[src/rtl/cic5_frame_ctrl.sv]
// Sequencer for a cic5 decimator: gates the filter, discards the settling outputs and
// packs decimated samples into FRAME_LEN frames through a small registered FIFO.
module cic5_frame_ctrl #(
  parameter int IN_W       = 16,
  parameter int OUT_W      = 28,
  parameter int SETTLE     = 5,
  parameter int FRAME_LEN  = 8,
  parameter int FIFO_DEPTH = 4
) (
  input  logic             clk,
  input  logic             rst,
  input  logic             start,
  input  logic             stop,
  input  logic             src_valid,
  input  logic [IN_W-1:0]  src_data,
  output logic             cic_rst_n,
  output logic [IN_W-1:0]  cic_din,
  input  logic [OUT_W-1:0] cic_dout,
  input  logic             cic_dout_valid,
  output logic             m_valid,
  input  logic             m_ready,
  output logic [OUT_W-1:0] m_data,
  output logic             m_last,
  output logic             busy,
  output logic             overflow,
  output logic             underrun,
  output logic [1:0]       state
);

  localparam int SW          = (SETTLE > 0) ? $clog2(SETTLE + 1) : 1;
  localparam int FW          = (FRAME_LEN > 1) ? $clog2(FRAME_LEN) : 1;
  localparam int AW          = $clog2(FIFO_DEPTH);
  localparam int CW          = AW + 1;
  localparam int SETTLE_LAST = (SETTLE > 0) ? SETTLE - 1 : 0;

  typedef enum logic [1:0] {
    S_IDLE   = 2'd0,
    S_SETTLE = 2'd1,
    S_RUN    = 2'd2,
    S_DRAIN  = 2'd3
  } state_e;

  state_e          state_q, state_d;
  logic [SW-1:0]   settle_q, settle_d;
  logic [FW-1:0]   frame_q, frame_d;
  logic            cic_rst_n_q;
  logic            overflow_q, underrun_q;
  logic [OUT_W:0]  mem_q [FIFO_DEPTH];
  logic [AW-1:0]   wr_ptr_q, rd_ptr_q;
  logic [CW-1:0]   cnt_q, cnt_d;

  logic pop, full, capture, push, drop, frame_end;

  assign pop       = m_valid & m_ready;
  assign full      = (cnt_q == CW'(FIFO_DEPTH));
  assign capture   = cic_dout_valid & ((state_q == S_RUN) | (state_q == S_DRAIN));
  // A full FIFO still accepts when its head leaves in the same cycle.
  assign push      = capture & (~full | pop);
  assign drop      = capture & full & ~pop;
  assign frame_end = (frame_q == FW'(FRAME_LEN - 1));
  assign cnt_d     = cnt_q + CW'(push) - CW'(pop);

  always_comb begin
    state_d  = state_q;
    settle_d = settle_q;
    frame_d  = frame_q;
    if (push) frame_d = frame_end ? '0 : frame_q + FW'(1);
    case (state_q)
      S_IDLE: begin
        if (start && !stop) begin
          settle_d = '0;
          frame_d  = '0;
          state_d  = (SETTLE > 0) ? S_SETTLE : S_RUN;
        end
      end
      S_SETTLE: begin
        if (stop) begin
          state_d = S_IDLE;
        end else if (cic_dout_valid) begin
          settle_d = settle_q + SW'(1);
          if (settle_q == SW'(SETTLE_LAST)) state_d = S_RUN;
        end
      end
      // Stopping mid-frame finishes the frame so the consumer never sees a partial one.
      S_RUN: begin
        if (stop) state_d = (frame_d == '0) ? S_IDLE : S_DRAIN;
      end
      S_DRAIN: begin
        if (push && frame_end) state_d = S_IDLE;
      end
      default: state_d = S_IDLE;
    endcase
  end

  always_ff @(posedge clk) begin
    if (rst) begin
      state_q     <= S_IDLE;
      settle_q    <= '0;
      frame_q     <= '0;
      cic_rst_n_q <= 1'b0;
      overflow_q  <= 1'b0;
      underrun_q  <= 1'b0;
      wr_ptr_q    <= '0;
      rd_ptr_q    <= '0;
      cnt_q       <= '0;
    end else begin
      state_q     <= state_d;
      settle_q    <= settle_d;
      frame_q     <= frame_d;
      cic_rst_n_q <= (state_d != S_IDLE);
      if (drop) overflow_q <= 1'b1;
      if ((state_q != S_IDLE) && !src_valid) underrun_q <= 1'b1;
      if (push) wr_ptr_q <= wr_ptr_q + AW'(1);
      if (pop) rd_ptr_q <= rd_ptr_q + AW'(1);
      cnt_q <= cnt_d;
    end
  end

  always_ff @(posedge clk) begin
    if (push) mem_q[wr_ptr_q] <= {frame_end, cic_dout};
  end

  assign cic_din   = ((state_q != S_IDLE) && src_valid) ? src_data : '0;
  assign cic_rst_n = cic_rst_n_q;
  assign m_valid   = (cnt_q != '0);
  assign m_data    = mem_q[rd_ptr_q][OUT_W-1:0];
  assign m_last    = mem_q[rd_ptr_q][OUT_W];
  assign busy      = (state_q != S_IDLE) || (cnt_q != '0);
  assign overflow  = overflow_q;
  assign underrun  = underrun_q;
  assign state     = state_q;

endmodule

[config.mk]
export PLATFORM = sky130hd
export DESIGN_NAME = cic5_frame_ctrl
export DESIGN_NICKNAME = d
export VERILOG_FILES = /design/src/rtl/cic5_frame_ctrl.sv
export SDC_FILE = /design/constraint.sdc
export NUM_CORES = 1
export LEC_CHECK = 0
export CAP_MARGIN = 10
export CORE_UTILIZATION = 30
export CTS_CLUSTER_DIAMETER = 30
export CTS_CLUSTER_SIZE = 25
export DETAILED_ROUTE_END_ITERATION = 12
export GPL_ROUTABILITY_DRIVEN = 0
export SLEW_MARGIN = 30
export SYNTH_ARGS = -nofsm -noshare
export SYNTH_HDL_FRONTEND = slang
export SYNTH_SLANG_ARGS = --single-unit
[constraint.sdc]
create_clock -name clk -period 4.3 [get_ports clk]
set_input_delay 1.29 -clock clk [delete_from_list [all_inputs] [get_ports clk]]
set_output_delay 1.29 -clock clk [all_outputs]
set_load 0.01 [all_outputs]
==> results of run 1 <==
[worst reg2reg max path: stages, from the launching register on]
cell and delay [ps]:
dfxtp_1 370, nor4b_2 520, nor2_2 160, inv_2 150
ha_1 150, inv_1 40, ha_1 180, fa_1 380
xnor2_1 170, xnor2_1 140, nor2_1 50
[synthesized netlist by cell type, types with 2 or more instances]
master | number | area [um2]
edfxtp_1 | 116 | 3480
mux4_2 | 29 | 653
dfxtp_1 | 20 | 400
and2_1 | 17 | 106
nor2_1 | 16 | 60.1
nand2_1 | 12 | 45.0
ha_1 | 10 | 125
inv_1 | 9 | 33.8
a21oi_1 | 7 | 35.0
xnor2_1 | 6 | 52.6
and3_2 | 4 | 30.0
buf_2 | 4 | 20.0
nor2b_1 | 4 | 25.0
clkbuf_1 | 3 | 11.3
buf_6 | 2 | 22.5
nand3_1 | 2 | 10.0
nor2_2 | 2 | 12.5
or3_1 | 2 | 12.5
[routing by layer]
layer | global-route usage [%] | wire length [um] | vias to the layer above
met2 | 20.3 | 5140 | 118
met4 | 4.68 | 137 | 2
met5 | 0 | 8 | -
met3 | 4.40 | 654 | 17
li1 | - | - | 1364
met1 | 14.6 | 4500 | 1492
[registers in the layout, indices dropped and copies added, names as in the netlist, named ones only]
| register | count |
|---|---|
| cic_rst_n | 1 |
| wr_ptr_q | 2 |
| state | 2 |
| frame_q | 3 |
| rd_ptr_q | 2 |
| underrun | 1 |
| overflow | 1 |
| mem_q | 116 |
| cnt_q | 3 |
| settle_q | 3 |
[cell families (layout without fill, tap and decap cells)]
kind of cell    Yosys count  in the layout
mux                      30             30
compound gates           17             17
simple gates             69             69
flops                   136            136
xor+xnor                  7              7
buf+inv                  20            150
fa+ha+maj                11             11
[stage by stage]
| step | power, mW | hold slack [ps] | worst slack (ps) | cell area [um2] | std cells |
|---|---|---|---|---|---|
| after detailed placement | 2.24 | 463 | 268 | 6670 | 614 |
| final | 3.68 | 483 | 273 | 7280 | 645 |
| after floorplan | 1.91 | 448 | 1080 | 5370 | 290 |
| after global routing | 3.84 | 507 | 169 | 7280 | 645 |
| after global placement | 2.23 | 456 | 278 | 6670 | 614 |
| after CTS | 3.73 | 483 | 261 | 7280 | 645 |
[power by group]
| part | switching, mW | internal, mW |
|---|---|---|
| sequential | 0.0254 | 1.46 |
| combinational | 0.293 | 0.424 |
| clock | 0.518 | 0.962 |
| total | 0.836 | 2.84 |
[cells in the final DEF, fill, tap and decap left out, types with 2 or more instances in the layout]
master | synthesis | layout
inv_1 | 9 | 9
and2_1 | 17 | 17
clkdlybuf4s50_1 | 0 | 102
clkinv_4 | 0 | 4
ha_1 | 10 | 10
bufinv_16 | 0 | 4
mux4_2 | 29 | 29
nor2b_1 | 4 | 4
clkbuf_16 | 0 | 17
nand2_1 | 12 | 12
xnor2_1 | 6 | 6
clkinv_2 | 0 | 2
nor2_2 | 2 | 2
nor2_1 | 16 | 16
edfxtp_1 | 116 | 116
or3_1 | 2 | 2
nand3_1 | 2 | 2
dfxtp_1 | 20 | 19
clkinv_1 | 0 | 2
and3_2 | 4 | 4
a21oi_1 | 7 | 7
buf_4 | 1 | 7
[area by class of cell]
cell class	count	share of cell area [%]
inverters	10	0.516
well taps	225	3.87
multi-input cells	134	19.1
flip-flops and latches	136	53.4
repair buffers	109	14.7
clock buffers	18	5.90
clock inverters	13	2.48
[worst max-delay path by stage]
stage,to,slack (ps),cells after the start
2_1_floorplan,cic_din[10],1080,3
3_3_place_gp,cic_din[1],280,5
3_5_place_dp,cic_din[6],270,5
4_1_cts,cic_din[6],260,5
5_1_grt,cic_din[2],170,5
6_report,cic_din[1],270,5
==> summary.txt, run 1 <==
Synth
  • Syn_nets: 352
  • Synth cell types: 43
  • Post-Synth Adder-Cell Area: between 2 and 3%
  • Syn Area/Cell: between 15 and 20 um2
  • Register area share after synthesis: 72.3%
  • Fraction of registers with async set/reset: 0%
  • Multiplexer share of the synthesized area: between 10% and 20%
  • Complex-gate fraction of the synthesized area: 2.49%
  • Post-synthesis xor/xnor area fraction: 1.14%
  • Ys flop type: edfxtp_1
  • Netlist Area Pre-Place: 0.00537 mm2
  • Number of synthesized flops with an enable pin: 116
  • Synthesized instance count: 290
  • Synthesized flop and latch total: 136
  • Largest family of logic cells by synthesized area: multiplexers
  • Simple-Gate Fraction of Synth Area: 7.22%
  • Yosys warns: 0

Critical path
  • CP cell instances: clkdlybuf4s50_1 -> nor2b_1 -> buf_4 -> and2_1 -> clkdlybuf4s50_1
  • Crit Path Class: in2out
  • CP bufs+invs: 3
  • Worst setup EP type: primary output
  • FF-to-FF setup slack: about 1900 ps
  • Crit-path slowest cell: clkdlybuf4s50_1
  • Startpoint Class: input pin
  • CP max stage delay: approximately 540 ps
  • CP most frequent cell: clkdlybuf4s50_1
  • R2r worst-path depth: 10
  • CP max FO: 16
  • Reg-to-Reg Start: cnt_q[1]
  • Reg-to-reg endpoint: cnt_q[2]
  • Crit path launch: src_valid
  • Critical Path RT: 3010 ps
  • Crit path max-delay family: buffers and inverters
  • CP arrival: 2740 ps

Cells and area
  • Nets: 470
  • # diodes: 0
  • Area of the multi-input gates: about 0.0014 mm2
  • Finished Core Util: 41.8%
  • Area delta synth->final: 35.4%
  • Share of cells above drive strength 1: approximately a fifth
  • # fillers: 1,565
  • Register area: 0.00388 mm2

STA
  • Final Cycle Share: 93.7%
  • Final hold vios: 0
  • Slew HR: roughly three fifths
  • Worst Max-Slew Pin Slew: 610 ps
  • Setup Skew: 7.51 ps
  • Crit path time final: between 4000 and 5000 ps
  • Max-slew violations: 0
  • Setup violators final: 0
  • Highest clock rate: 0.248 GHz
  • Final TNS setup: 0 ps
  • RSZ-0062 raised after global routing: false

Power and ir drop
  • Pwr/cell area: 505 mW/mm2
  • Leakage: 2.40 nW
  • Maximum VDD drop: 0.000332 V

Die
  • Die height: 136 um
  • Rows: 48
  • Initial core utilization: 30.9%
  • Boundary pin count: 103
  • Die ar.: 0.0185 mm2
  • Die Width: 136 um
  • Core area: 0.0174 mm2

Run
  • Max-Cap Viols: 0

Placed design
  • DP HPWL: ~6500 um
  • PortBufs: about 100

Route
  • DR vias: 2,993
  • Mean number of vias per cell: roughly 4.6
  • TritonRoute pass-1 iters: 4
  • Iteration-0 DRC Markers: 112
  • Remaining DRCs: 0
  • WL final: roughly 10,000 um
  • DRT antenna net count: 0
  • Avg WL per Cell: 16.2 um

CTS
  • Worst-Skew Late Latency: a little over 400 ps
  • Clk pin slew, worst setup/hold paths: roughly 50 ps
  • CTS Sinks: 136
  • Clock root buffer: clkbuf_16
  • Hold Buf Count CTS: 0
  • Post-CTS setup buffers: 0
  • CTS buffer count: 17
  • CTS tree: built
  • PostCTS Resize Cnt: 0
  • CTS HTree Levels: 4
  • Maximum clock path buffer count: 2

Global route
  • Vias in the first global route: 3,152
  • Total gr overflow: 0
  • First-pass GRT wire length: 16,500 um
  • Total track usage: 12.3%
  • Largest net degree at the start of global routing: 30
  • Initial antenna violation count: 1

Worst hold path
  • Hold depth: 2
  • HP Class: reg2reg
  • Hold Crit Start: frame_q[1]
  • Worst Hold End: frame_q[1]

Outcome
  • Outcome: finished clean
(Power assumes the default switching activity.)
==> inputs of run 2 (changes only) <==
==> constraint.sdc (replaced) <==
create_clock -name clk -period 4.3 [get_ports clk]
set_input_delay 1.075 -clock clk [delete_from_list [all_inputs] [get_ports clk]]
set_output_delay 1.075 -clock clk [all_outputs]
set_load 0.01 [all_outputs]
==> run 2 against run 1 <==
Compared with the run above:
- wire length is 1.9% lower
- critical path type unchanged
- maximum frequency is 12% higher
- first-iteration DRC count is 17% higher
==> summary.txt, run 2 (synthesized netlist as in run 1, its figures left out) <==
Die
  • Boundary pin count: 103 (unchanged)
  • Die Width: 136 um (unchanged)
  • Core area: 0.0174 mm2 (unchanged)
  • Die ar.: 0.0185 mm2 (unchanged)
  • Initial core utilization: 30.9% (unchanged)
  • Rows: 48 (unchanged)
  • Die height: 136 um (unchanged)

Critical path
  • Crit-path slowest cell: clkdlybuf4s50_1
  • Startpoint Class: input pin
  • Crit path max-delay family: buffers and inverters
  • CP max FO: 16 (unchanged)
  • CP max stage delay: 540 ps (about the same)
  • CP bufs+invs: 3 (unchanged)
  • CP cell instances: clkdlybuf4s50_1 -> nor2b_1 -> buf_4 -> and2_1 -> clkdlybuf4s50_1
  • Critical Path RT: 3220 ps (+210 ps)
  • CP arrival: 2530 ps (-210 ps)
  • CP most frequent cell: clkdlybuf4s50_1
  • Worst setup EP type: primary output
  • Crit Path Class: in2out

Power and ir drop
  • Comb pwr share: 19.7% (+0.2 points)
  • Final total power: 3.61 mW (-1.8%)
  • Maximum VDD drop: 0.000288 V (-13%)
  • Leakage: 2.36 nW (-1.6%)
  • Clk pwr share: 38.8% (-1.4 points)
  • Internal: 2.75 mW (-3.3%)
  • Switching pwr: 864 uW (+3.3%)
  • Seq pwr share: 41.5% (+1.2 points)
  • Pwr/cell area: 500 mW/mm2 (-1.1%)
  • Switching portion of total power: 23.9% (+1.2 points)

STA
  • Highest clock rate: 0.277 GHz (+12%)
  • Worst Max-Slew Pin Slew: 830 ps (+220 ps)
  • Setup Skew: 8.88 ps (+1.37 ps)
  • RSZ-0062 raised after global routing: false
  • Max-slew violations: 0 (unchanged)
  • Setup violators final: 0 (unchanged)
  • Crit path time final: 3610 ps (-422 ps)
  • Slew HR: 44.7% (-15 points)
  • Final TNS setup: 0 ps (unchanged)
  • Final Cycle Share: 83.8% (-9.8 points)
  • Final hold vios: 0 (unchanged)

Outcome
  • Outcome: finished clean

Global route
  • M1 GR Usage: 13.7% (-0.91 points)
  • Largest net degree at the start of global routing: 30 (unchanged)
  • Met3 Use GR: 4.33% (-0.075 points)
  • Vias in the first global route: 3,089 (-2.0%)
  • Global-route layer with the greatest usage: met2
  • Total gr overflow: 0 (unchanged)
  • Total track usage: 12.0% (-0.33 points)
  • First-pass GRT wire length: 15,900 um (-3.3%)
  • Initial antenna violation count: 1 (unchanged)
  • GR Layer Usage met2: 20.1% (-0.17 points)

Cells and area
  • Largest reg by FF count: mem_q
  • Share of cells above drive strength 1: 18.5% (-0.58 points)
  • # fillers: 1,560 (-0.32%)
  • # diodes: 0 (unchanged)
  • Nets: 466 (-0.85%)
  • Final instance area: 0.00723 mm2 (-0.67%)
  • Commonest cells after routing, fill and taps aside: 116 x edfxtp_1, 102 x clkdlybuf4s50_1, 29 x mux4_2
  • Commonest non-fill, non-tap cell in the layout: edfxtp_1
  • Area delta synth->final: 34.5%
  • Max FFs per register: 116 (unchanged)
  • Finished Core Util: 41.5% (-0.28 points)

CTS
  • Clock root buffer: clkbuf_16
  • CTS Sinks: 136 (unchanged)
  • Worst-Skew Late Latency: 420 ps (about the same)
  • CTS tree: built
  • CTS buffer count: 17 (unchanged)
  • PostCTS Resize Cnt: 0 (unchanged)
  • CTS HTree Levels: 4 (unchanged)
  • Hold Buf Count CTS: 0 (unchanged)
  • Post-CTS setup buffers: 0 (unchanged)
  • Clk pin slew, worst setup/hold paths: 60 ps (about the same)
  • Maximum clock path buffer count: 2 (unchanged)

Route
  • TritonRoute pass-1 iters: 4 (unchanged)
  • Iteration-0 DRC Markers: 131 (+17%)
  • Remaining DRCs: 0 (unchanged)
  • Mean number of vias per cell: 4.58 (-1.4%)
  • DRT antenna net count: 0 (unchanged)
  • DR vias: 2,938 (-1.8%)
  • Avg WL per Cell: 15.9 um (-1.5%)
  • WL final: 10,200 um (-1.9%)

Run
  • Max-Cap Viols: 0 (unchanged)

Placed design
  • Placed cell area: 0.00665 mm2 (-0.26%)
  • DP HPWL: 6250 um (-4.0%)
  • PortBufs: 102 (unchanged)

Worst hold path
  • HP Class: reg2reg
## run 2: path summary, 6_finish.rpt
kind	from	to	slack (ps)	cells past startpoint
max	src_valid	cic_din[1]	690	5
min	overflow	overflow	470	2
max reg2reg	state[1]	cnt_q[2]	1880	10
min reg2reg	overflow	overflow	470	2
## run 2: routing by layer
| metal | routed length (um) | part of all wire (%) |
|---|---|---|
| met3 | 583 | 5.7 |
| met4 | 109 | 1.1 |
| met1 | 4460 | 44 |
| met2 | 5070 | 50 |
| met5 | 12 | 0.12 |
## run 2: power groups by stage
| stage | registers (mW) | clock network [mW] | logic, mW |
|---|---|---|---|
| after global routing | 1.50 | 1.49 | 0.773 |
| after CTS | 1.50 | 1.44 | 0.731 |
| after detailed placement | 1.53 | 0 | 0.727 |
| after floorplan | 1.50 | 0 | 0.412 |
| final | 1.50 | 1.40 | 0.713 |
| after global placement | 1.53 | 0 | 0.722 |
## run 2: through the flow
stage | hold WS [ps] | instances | setup WS (ps)
3_5_place_dp | 456 | 610 | 677
5_1_grt | 514 | 642 | 607
4_1_cts | 476 | 642 | 684
3_3_place_gp | 455 | 610 | 709
2_1_floorplan | 448 | 290 | 1510
6_report | 470 | 642 | 695
## run 2: final cells by class
cell class	instances	area (um2)	area share (%)
repair buffers	105	1060	14.6
multi-input cells	134	1390	19.2
clock buffers	19	433	5.99
flip-flops and latches	136	3880	53.7
inverters	10	37.5	0.519
clock inverters	13	145	2.01
well taps	225	282	3.89
## run 2: tightest hold or removal path: stages, from the launching register on
cell,delay (ps)
dfxtp_1,320
a21oi_1,50
nor2_1,70
==> inputs of run 3 (changes only) <==
==> constraint.sdc (replaced) <==
create_clock -name clk -period 3.3 [get_ports clk]
set_input_delay 0.825 -clock clk [delete_from_list [all_inputs] [get_ports clk]]
set_output_delay 0.825 -clock clk [all_outputs]
set_load 0.01 [all_outputs]
==> run 3 against run 2 <==
Compared with the run above:
- non-clock buffer count is 8 higher
- setup slack worse by 500 ps
- global-route usage hardly changed
- clock power is 29% higher
- sequential share of layout area is 0.82 points lower
- clock-buffer cell count stayed put
- critical endpoint is now cic_din[11]
- highest routed layer is now met4
==> summary.txt, run 3 (synthesized netlist as in run 1, its figures left out) <==
Placed design
  • PortBufs: 102 (unchanged)
  • Dpl ws: 197 ps (-480 ps)
  • Placed cell area: 0.00676 mm2 (+1.7%)
  • DP HPWL: 6450 um (+3.2%)
  • Post-placement cell count: 618 (+1.3%)

Power and ir drop
  • Pwr/cell area: 640 mW/mm2 (+28%)
  • Comb pwr share: 20.3% (+0.6 points)
  • Maximum VDD drop: 0.000385 V (+34%)
  • Switching portion of total power: 23.7% (-0.24 points)
  • Leakage: 2.40 nW (+1.8%)
  • Final total power: 4.70 mW (+30%)
  • Clk pwr share: 38.6% (-0.2 points)
  • Switching pwr: 1.11 mW (+29%)
  • Internal: 3.58 mW (+30%)
  • Seq pwr share: 41.2% (-0.3 points)

Worst hold path
  • HP Class: reg2reg
  • Hold depth: 2 (unchanged)

STA
  • Crit path time final: ~3100 ps
  • Worst Max-Slew Pin Slew: 555 ps (-275 ps)
  • Max-slew violations: 0 (unchanged)
  • RSZ-0062 raised after global routing: false
  • Final TNS setup: 0 ps (unchanged)
  • Slew HR: 62.9% (+18 points)
  • Highest clock rate: 0.322 GHz
  • Final Cycle Share: between 90 and 100%
  • Post-route setup slack: 195 ps (-499 ps)
  • Setup violators final: 0 (unchanged)
  • Setup Skew: 6.71 ps (-2.17 ps)
  • Final hold vios: 0 (unchanged)
  • Worst hold margin: 482 ps (+11.6 ps)

Critical path
  • CP max FO: 16 (unchanged)
  • FF-to-FF setup slack: 1020 ps (-860 ps)
  • Reg-to-Reg Start: state[1]
  • Critical Path RT: 2470 ps (-750 ps)
  • Startpoint Class: input pin
  • CP arrival: 2280 ps (-250 ps)
  • Reg-to-reg endpoint: cnt_q[2]
  • R2r worst-path depth: 10 (unchanged)
  • Crit path launch: src_valid
  • Setup crit end: cic_din[11]
  • Worst setup EP type: primary output
  • Crit Path Class: in2out

Cells and area
  • Largest reg by FF count: mem_q
  • Commonest non-fill, non-tap cell in the layout: edfxtp_1
  • Commonest cells after routing, fill and taps aside: 116 x edfxtp_1, 102 x clkdlybuf4s50_1, 29 x mux4_2
  • # diodes: 0 (unchanged)
  • Share of cells above drive strength 1: 20.2% (+1.8 points)
  • Area delta synth->final: 36.6%
  • Max FFs per register: 116 (unchanged)
  • Nets: 474 (+1.7%)
  • Finished Core Util: 42.1% (+0.64 points)
  • Fin cells: 650 (+1.2%)
  • Final instance area: 0.00734 mm2 (+1.5%)

Route
  • Highest Signal Layer: met4
  • Mean number of vias per cell: 4.57 (-0.15%)
  • DR WL met3: 594 um (+1.9%)
  • WL final: 10,200 um (about the same)
  • DRT antenna net count: 0 (unchanged)
  • Met1 wire length: 4380 um (-1.7%)
  • TritonRoute pass-1 iters: 4 (unchanged)
  • Avg WL per Cell: 15.7 um (-1.3%)
  • Metal2 WL: 5160 um (+1.7%)
  • Remaining DRCs: 0 (unchanged)
  • Iteration-0 DRC Markers: 175 (+34%)
  • DR vias: 2,970 (+1.1%)

CTS
  • Maximum clock path buffer count: 2 (unchanged)
  • Clk pin slew, worst setup/hold paths: 60 ps (about the same)
  • Worst-Skew Late Latency: 410 ps (about the same)
  • CTS tree: built
  • CTS HTree Levels: 4 (unchanged)
  • PostCTS Resize Cnt: 0 (unchanged)
  • Post-CTS setup buffers: 0 (unchanged)
  • Clock root buffer: clkbuf_16
  • Hold Buf Count CTS: 0 (unchanged)
  • CTS Sinks: 136 (unchanged)
  • CTS buffer count: 17 (unchanged)

Global route
  • Vias in the first global route: 3,197 (+3.5%)
  • Largest net degree at the start of global routing: 30 (unchanged)
  • Total track usage: 12.0% (+0.022 points)
  • First-pass GRT wire length: 16,200 um (+1.4%)
  • Initial antenna violation count: 0 (-1)
  • Total gr overflow: 0 (unchanged)

Die
  • Die Width: 136 um (unchanged)
  • Initial core utilization: 30.9% (unchanged)
  • Rows: 48 (unchanged)
  • Boundary pin count: 103 (unchanged)
  • Die ar.: 0.0185 mm2 (unchanged)
  • Core area: 0.0174 mm2 (unchanged)
  • Die height: 136 um (unchanged)

Run
  • Max-Cap Viols: 0 (unchanged)

Outcome
  • Outcome: finished clean
## run 3: cell count changes in the layout (fill, tap and decap cells not counted)
| cell | previous run | this run |
|---|---|---|
| buf_12 | 1 | 5 |
| buf_4 | 2 | 6 |
| clkinv_1 | 1 | 0 |
| clkinv_4 | 4 | 2 |
| clkinvlp_4 | 2 | 5 |
## run 3: power by group through the flow
stage / sequential (mW) / combinational [mW] / clock (mW)
after CTS: 1.93 / 0.977 / 1.85
after floorplan: 1.96 / 0.537 / 0
after global routing: 1.94 / 1.03 / 1.93
after detailed placement: 1.97 / 0.973 / 0
final: 1.93 / 0.953 / 1.81
after global placement: 1.97 / 0.962 / 0
## run 3: critical path: stages
cell and delay (ps):
clkdlybuf4s50_1 470, nor2b_1 130, buf_4 180, and2_1 140
clkdlybuf4s50_1 540
## run 3: how the worst min path moves through the flow
stage / slack (ps) / startpoint / endpoint
2_1_floorplan: 450 / frame_q[1] / frame_q[1]
3_3_place_gp: 460 / underrun / underrun
3_5_place_dp: 470 / overflow / overflow
4_1_cts: 490 / frame_q[1] / frame_q[1]
5_1_grt: 510 / underrun / underrun
6_report: 480 / underrun / underrun
## run 3: cell type report
cell class	count	area, um2
fillers	1549	10100
clock inverters	13	146
flip-flops and latches	136	3880
clock buffers	19	433
well taps	225	282
repair buffers	113	1170
multi-input cells	134	1390
inverters	10	37.5
## run 3: layer usage
layer	global-route usage, %	vias to the layer above
met1	13.4	1487
li1	-	1376
met4	4.12	0
met3	4.59	11
met5	0	-
met2	20.8	96
